--- src/rtl/top_multiplier.sv ---
// Signed 16x16 -> 32-bit multiplier: radix-4 Booth recoding, carry-save reduction tree and a
// Kogge-Stone final adder. The product is combinational; a registered copy is also provided.
module top_multiplier (
  input  logic        clk,
  input  logic        rst_n,
  input  logic [15:0] x_in,
  input  logic [15:0] y_in,
  output logic [31:0] result_out,
  output logic [31:0] result_reg_out
);

  localparam int unsigned NumPp = 8;
  localparam int unsigned PpW   = 17;
  localparam int unsigned ProdW = 32;

  // ---------------------------------------------------------------------------------------------
  // Carry-save helpers
  // ---------------------------------------------------------------------------------------------
  function automatic logic [ProdW-1:0] maj3(input logic [ProdW-1:0] a,
                                            input logic [ProdW-1:0] b,
                                            input logic [ProdW-1:0] c);
    return (a & b) | (a & c) | (b & c);
  endfunction

  // 3:2 counter; returns {carry, sum} with the carry already weighted by one bit position.
  function automatic logic [2*ProdW-1:0] csa32(input logic [ProdW-1:0] a,
                                               input logic [ProdW-1:0] b,
                                               input logic [ProdW-1:0] c);
    logic [ProdW-1:0] s;
    logic [ProdW-1:0] cy;
    s  = a ^ b ^ c;
    cy = maj3(a, b, c) << 1;
    return {cy, s};
  endfunction

  // 4:2 compressor built from two chained 3:2 counters; returns {carry, sum}.
  function automatic logic [2*ProdW-1:0] comp42(input logic [ProdW-1:0] a,
                                                input logic [ProdW-1:0] b,
                                                input logic [ProdW-1:0] c,
                                                input logic [ProdW-1:0] d);
    logic [2*ProdW-1:0] first;
    first = csa32(a, b, c);
    return csa32(first[ProdW-1:0], first[2*ProdW-1:ProdW], d);
  endfunction

  // ---------------------------------------------------------------------------------------------
  // Booth recoding and partial product generation
  // ---------------------------------------------------------------------------------------------
  logic [16:0]      y_ext;
  logic [PpW-1:0]   x_one;
  logic [PpW-1:0]   x_two;
  logic [ProdW-1:0] pp_row [NumPp];
  logic [ProdW-1:0] corr_row;
  logic [NumPp-1:0] dig_neg;
  logic [NumPp-1:0] dig_one;
  logic [NumPp-1:0] dig_two;

  assign y_ext = {y_in, 1'b0};
  // 17-bit operand images keep x_in = 0x8000 times +/-2 exact.
  assign x_one = {x_in[15], x_in};
  assign x_two = {x_in, 1'b0};

  always_comb begin
    corr_row = '0;
    dig_neg  = '0;
    dig_one  = '0;
    dig_two  = '0;
    for (int i = 0; i < NumPp; i++) begin
      logic [2:0]     trip;
      logic [PpW-1:0] mag;
      logic [PpW-1:0] pp;
      trip       = y_ext[2*i +: 3];
      dig_neg[i] = trip[2];
      dig_one[i] = trip[1] ^ trip[0];
      dig_two[i] = (trip == 3'b011) || (trip == 3'b100);
      if (dig_one[i]) begin
        mag = x_one;
      end else if (dig_two[i]) begin
        mag = x_two;
      end else begin
        mag = '0;
      end
      // Negative digits take the one's complement; the +1 lands in corr_row at bit 2i.
      pp          = dig_neg[i] ? ~mag : mag;
      pp_row[i]   = {{(ProdW - PpW){pp[PpW-1]}}, pp} << (2 * i);
      corr_row[2*i] = dig_neg[i];
    end
  end

  // ---------------------------------------------------------------------------------------------
  // Reduction tree: 9 rows -> 5 -> 3 -> 2
  // ---------------------------------------------------------------------------------------------
  logic [2*ProdW-1:0] lvl1_a;
  logic [2*ProdW-1:0] lvl1_b;
  logic [2*ProdW-1:0] lvl2;
  logic [2*ProdW-1:0] lvl3;
  logic [ProdW-1:0]   sum_row;
  logic [ProdW-1:0]   carry_row;

  always_comb begin
    lvl1_a    = comp42(pp_row[0], pp_row[1], pp_row[2], pp_row[3]);
    lvl1_b    = comp42(pp_row[4], pp_row[5], pp_row[6], pp_row[7]);
    lvl2      = comp42(lvl1_a[ProdW-1:0], lvl1_a[2*ProdW-1:ProdW],
                       lvl1_b[ProdW-1:0], lvl1_b[2*ProdW-1:ProdW]);
    lvl3      = csa32(lvl2[ProdW-1:0], lvl2[2*ProdW-1:ProdW], corr_row);
    sum_row   = lvl3[ProdW-1:0];
    carry_row = lvl3[2*ProdW-1:ProdW];
  end

  // ---------------------------------------------------------------------------------------------
  // Final carry-propagate adder (Kogge-Stone prefix); carry out of bit 31 is dropped.
  // ---------------------------------------------------------------------------------------------
  logic [ProdW-1:0] cpa_p0;
  logic [ProdW-1:0] cpa_g;
  logic [ProdW-1:0] cpa_p;
  logic [ProdW-1:0] cpa_carry;

  always_comb begin
    cpa_p0 = sum_row ^ carry_row;
    cpa_g  = sum_row & carry_row;
    cpa_p  = cpa_p0;
    for (int l = 0; l < 5; l++) begin
      logic [ProdW-1:0] g_nxt;
      logic [ProdW-1:0] p_nxt;
      g_nxt = cpa_g;
      p_nxt = cpa_p;
      for (int k = 0; k < ProdW; k++) begin
        if (k >= (1 << l)) begin
          g_nxt[k] = cpa_g[k] | (cpa_p[k] & cpa_g[k - (1 << l)]);
          p_nxt[k] = cpa_p[k] & cpa_p[k - (1 << l)];
        end
      end
      cpa_g = g_nxt;
      cpa_p = p_nxt;
    end
    cpa_carry  = {cpa_g[ProdW-2:0], 1'b0};
    result_out = cpa_p0 ^ cpa_carry;
  end

  // ---------------------------------------------------------------------------------------------
  // Registered product
  // ---------------------------------------------------------------------------------------------
  logic [ProdW-1:0] result_reg_d;
  logic [ProdW-1:0] result_reg_q;

  always_comb begin
    result_reg_d = result_out;
  end

  always_ff @(posedge clk or negedge rst_n) begin
    if (!rst_n) begin
      result_reg_q <= '0;
    end else begin
      result_reg_q <= result_reg_d;
    end
  end

  assign result_reg_out = result_reg_q;

endmodule

--- config.mk ---
export PLATFORM = sky130hd
export DESIGN_NAME = top_multiplier
export DESIGN_NICKNAME = d
export VERILOG_FILES = /design/src/rtl/top_multiplier.sv
export SDC_FILE = /design/constraint.sdc
export NUM_CORES = 1
export LEC_CHECK = 0
export ABC_AREA = 1
export CAP_MARGIN = 10
export CORE_MARGIN = 2
export CORE_UTILIZATION = 60
export CTS_CLUSTER_DIAMETER = 150
export DETAILED_ROUTE_END_ITERATION = 6
export GPL_ROUTABILITY_DRIVEN = 0
export PLACE_DENSITY_LB_ADDON = 0.25
export SKIP_LAST_GASP = 1
export SYNTH_ARGS = -nofsm -noshare
export SYNTH_HDL_FRONTEND = slang
export SYNTH_SLANG_ARGS = --single-unit
--- constraint.sdc ---
create_clock -name clk -period 9 [get_ports clk]
set_input_delay 0.9 -clock clk [delete_from_list [all_inputs] [get_ports clk]]
set_output_delay 0.9 -clock clk [all_outputs]
set_load 0.005 [all_outputs]
==> run_results.csv <==
group,metric,value,unit
outcome,status,"finished, final reports clean",
clocking,clk_path_buf_depth,2,
clocking,numCtsBuffers,5,
die,start_util,61.7,%
die,die_x,132,um
logic_synthesis,async_flop_share,100,%
timing,fin_crit_sh,94.0,%
detailed_routing,wirelength,26800,um
timing,worst_pin_slew,0.886,ns
logic_synthesis,yosys_most_used_dff,"dfrtp_1",
logic_synthesis,ys_warn_count,0,
setup_path,cp_max_fo,16,
timing,setup_violations,0,
logic_synthesis,synth_seq_cells,32,
finish,largest_register_ffs,32,
logic_synthesis,yosys.cell_types.count,32,
logic_synthesis,synth-seq-area-share,8.14,%
die,chipHeight,132,um
die,io_pins,98,
detailed_routing,vias,9070,
detailed_routing,first_pass_iters,6,
setup_path,cp-end-kind,"primary output",
logic_synthesis,synth_edf_count,0,
clocking,post_cts_resized,0,
timing,grt_setup_unrepaired,"no",
finish,nNetsFinal,1717,
timing,hold_viol_final,0,
placed_design,portBuffers,97,
global_routing,antenna_found_initial,0,
clocking,cts_hold_buf,0,
detailed_routing,ant_nets,0,
finish,nFillCells,1433,
finish,drive_gt1_share,3.31,%
logic_synthesis,synth_cells,1423,
global_routing,grt_max_degree,33,
setup_path,required,8.10,ns
clocking,cts_post_setup_buffers_inserted,0,
die,die_area,17400,sq um
timing,relSlewSlack,40.8,%
clocking,htreeDepth,2,
global_routing,grt_use_total,32.1,%
setup_path,setup.worst_path.class,"in2out",
logic_synthesis,syn_area,9840,sq um
logic_synthesis,syn_avg_cell_area,6.92,sq um
detailed_routing,drt_iter0_markers,664,
timing,fin_crit,8.46,ns
die,coreArea,15900,sq um
global_routing,grt_overflow,0,
detailed_routing,via_per_inst,5.34,
timing,max_freq,0.118,GHz
setup_path,critPathLaunchType,"primary input",
timing,setup-tns-final,0,ns
logic_synthesis,synth_fp_nets,1658,
setup_path,slowest_stage,"clkdlybuf4s50_1",
global_routing,grt_first_pass_wirelength,45000,um
clocking,cts_tree,"yes",
finish,syn_to_final_growth,12.3,%
detailed_routing,wl_per_cell,15.8,um
setup_path,cp.arrival,7.56,ns
clocking,clkSinkCount,32,
setup_path,max_stage_delay,0.54,ns
die,rows,46,
clocking,root_buffer,"clkbuf_16",
placed_design,dp_hpwl,21200,um
clocking,clkTransAtPathRegs,0.05,ns
setup_path,crit_path_frequent_cell,"inv_1",
flow_run,max-cap-violations,0,
min_path,hp-class,"in2async",
timing,finalMaxSlewViolations,0,
global_routing,grt_pass1_vias,9091,
finish,num_antenna_cells,0,
detailed_routing,remaining_drc_errors,0,
[through the flow]
stage	hold slack [ns]	std cells	util, %	instance area, sq um	setup slack [ns]
2_1_floorplan	0.604	1423	-	9840	2.21
3_3_place_gp	1.32	1691	68.3	10900	0.678
6_report	1.02	1698	69.3	11000	0.537
3_5_place_dp	1.32	1691	68.3	10900	0.636
5_1_grt	1.08	1698	69.3	11000	0.203
4_1_cts	1.03	1698	69.3	11000	0.635
[critical path, delay by kind of cell]
family,cells,cell delay (ns)
adders and majority gates,7,3.02
buffers and inverters,10,1.85
and+or+nand+nor,6,1.09
xor gates and xnor gates,2,0.42
AOI/OAI and AO/OA,1,0.26
[cells by family after synthesis]
kind of cell | share of synthesized area [%]
simple gates | 20.9
fa+ha+maj | 34.3
xor+xnor | 12.5
compound gates | 9.97
flops | 8.14
buf+inv | 14.2
[cells in the mapped netlist, types with 6 or more instances]
| cell | number | area share (%) |
|---|---|---|
| xor2_1 | 136 | 12 |
| nor2_1 | 43 | 1.6 |
| clkbuf_1 | 21 | 0.80 |
| ha_1 | 86 | 11 |
| nand2_1 | 416 | 16 |
| inv_2 | 6 | 0.23 |
| o21bai_1 | 6 | 0.46 |
| nand2_2 | 7 | 0.44 |
| dfrtp_1 | 32 | 8.1 |
| nand4_1 | 6 | 0.38 |
| a21oi_1 | 28 | 1.4 |
| nand3_1 | 30 | 1.5 |
| buf_2 | 29 | 1.5 |
| buf_4 | 10 | 0.76 |
| a31oi_1 | 10 | 0.64 |
| fa_1 | 115 | 23 |
| inv_1 | 278 | 11 |
| o21ai_0 | 133 | 6.8 |
[final timing paths]
path,from,slack (ns),cells after the start,end
min in group clk,y_in[1],1.48,3,result_reg_out[0]$_DFF_PN0_
max in group asynchronous,rst_n,7.69,2,result_reg_out[20]$_DFF_PN0_
worst min-delay path,rst_n,1.02,2,result_reg_out[3]$_DFF_PN0_
worst max-delay path,y_in[11],0.54,26,result_out[17]
[final cells by class]
type	instances	area [sq um]	share of cell area [%]
multi-input combinational	1043	7640	69.2
sequential	32	801	7.25
inverter	284	1070	9.65
timing repair buffer	116	1110	10.1
clock buffer	7	153	1.38
tap	216	270	2.45
[metal layers]
metal | vias to the layer above | track usage (%) | wire length, um
li1 | 4393 | - | -
met1 | 4092 | 41.2 | 10900
met2 | 469 | 53.2 | 12200
met3 | 116 | 4.92 | 2370
met4 | 0 | 15.3 | 1300
met5 | - | 0 | 0
[placed cells by master (no fill, tap or decap), types with 2 or more instances in the layout]
cell / synthesis / final
inv_1: 278 / 278
nand4_1: 6 / 6
clkdlybuf4s50_1: 0 / 97
o21ai_0: 133 / 133
a21o_1: 2 / 2
dfrtp_1: 32 / 32
nand2_1: 416 / 416
nand3_1: 30 / 30
o211ai_1: 4 / 4
and2_1: 2 / 2
a21oi_2: 2 / 2
nor3_2: 3 / 3
nand2_2: 7 / 7
fa_1: 115 / 115
inv_2: 6 / 6
xnor2_1: 4 / 4
nor2_2: 3 / 3
buf_4: 10 / 19
xor2_1: 136 / 136
o21bai_1: 6 / 6
clkbuf_8: 0 / 2
clkbuf_16: 0 / 5
a31oi_1: 10 / 10
a21oi_1: 28 / 28
ha_1: 86 / 86
nor2_1: 43 / 43
nand3b_1: 3 / 3
Power is left out: the tool's default activity adds up to more than one toggle a clock period on the data nets, which glitch-free logic cannot reach.
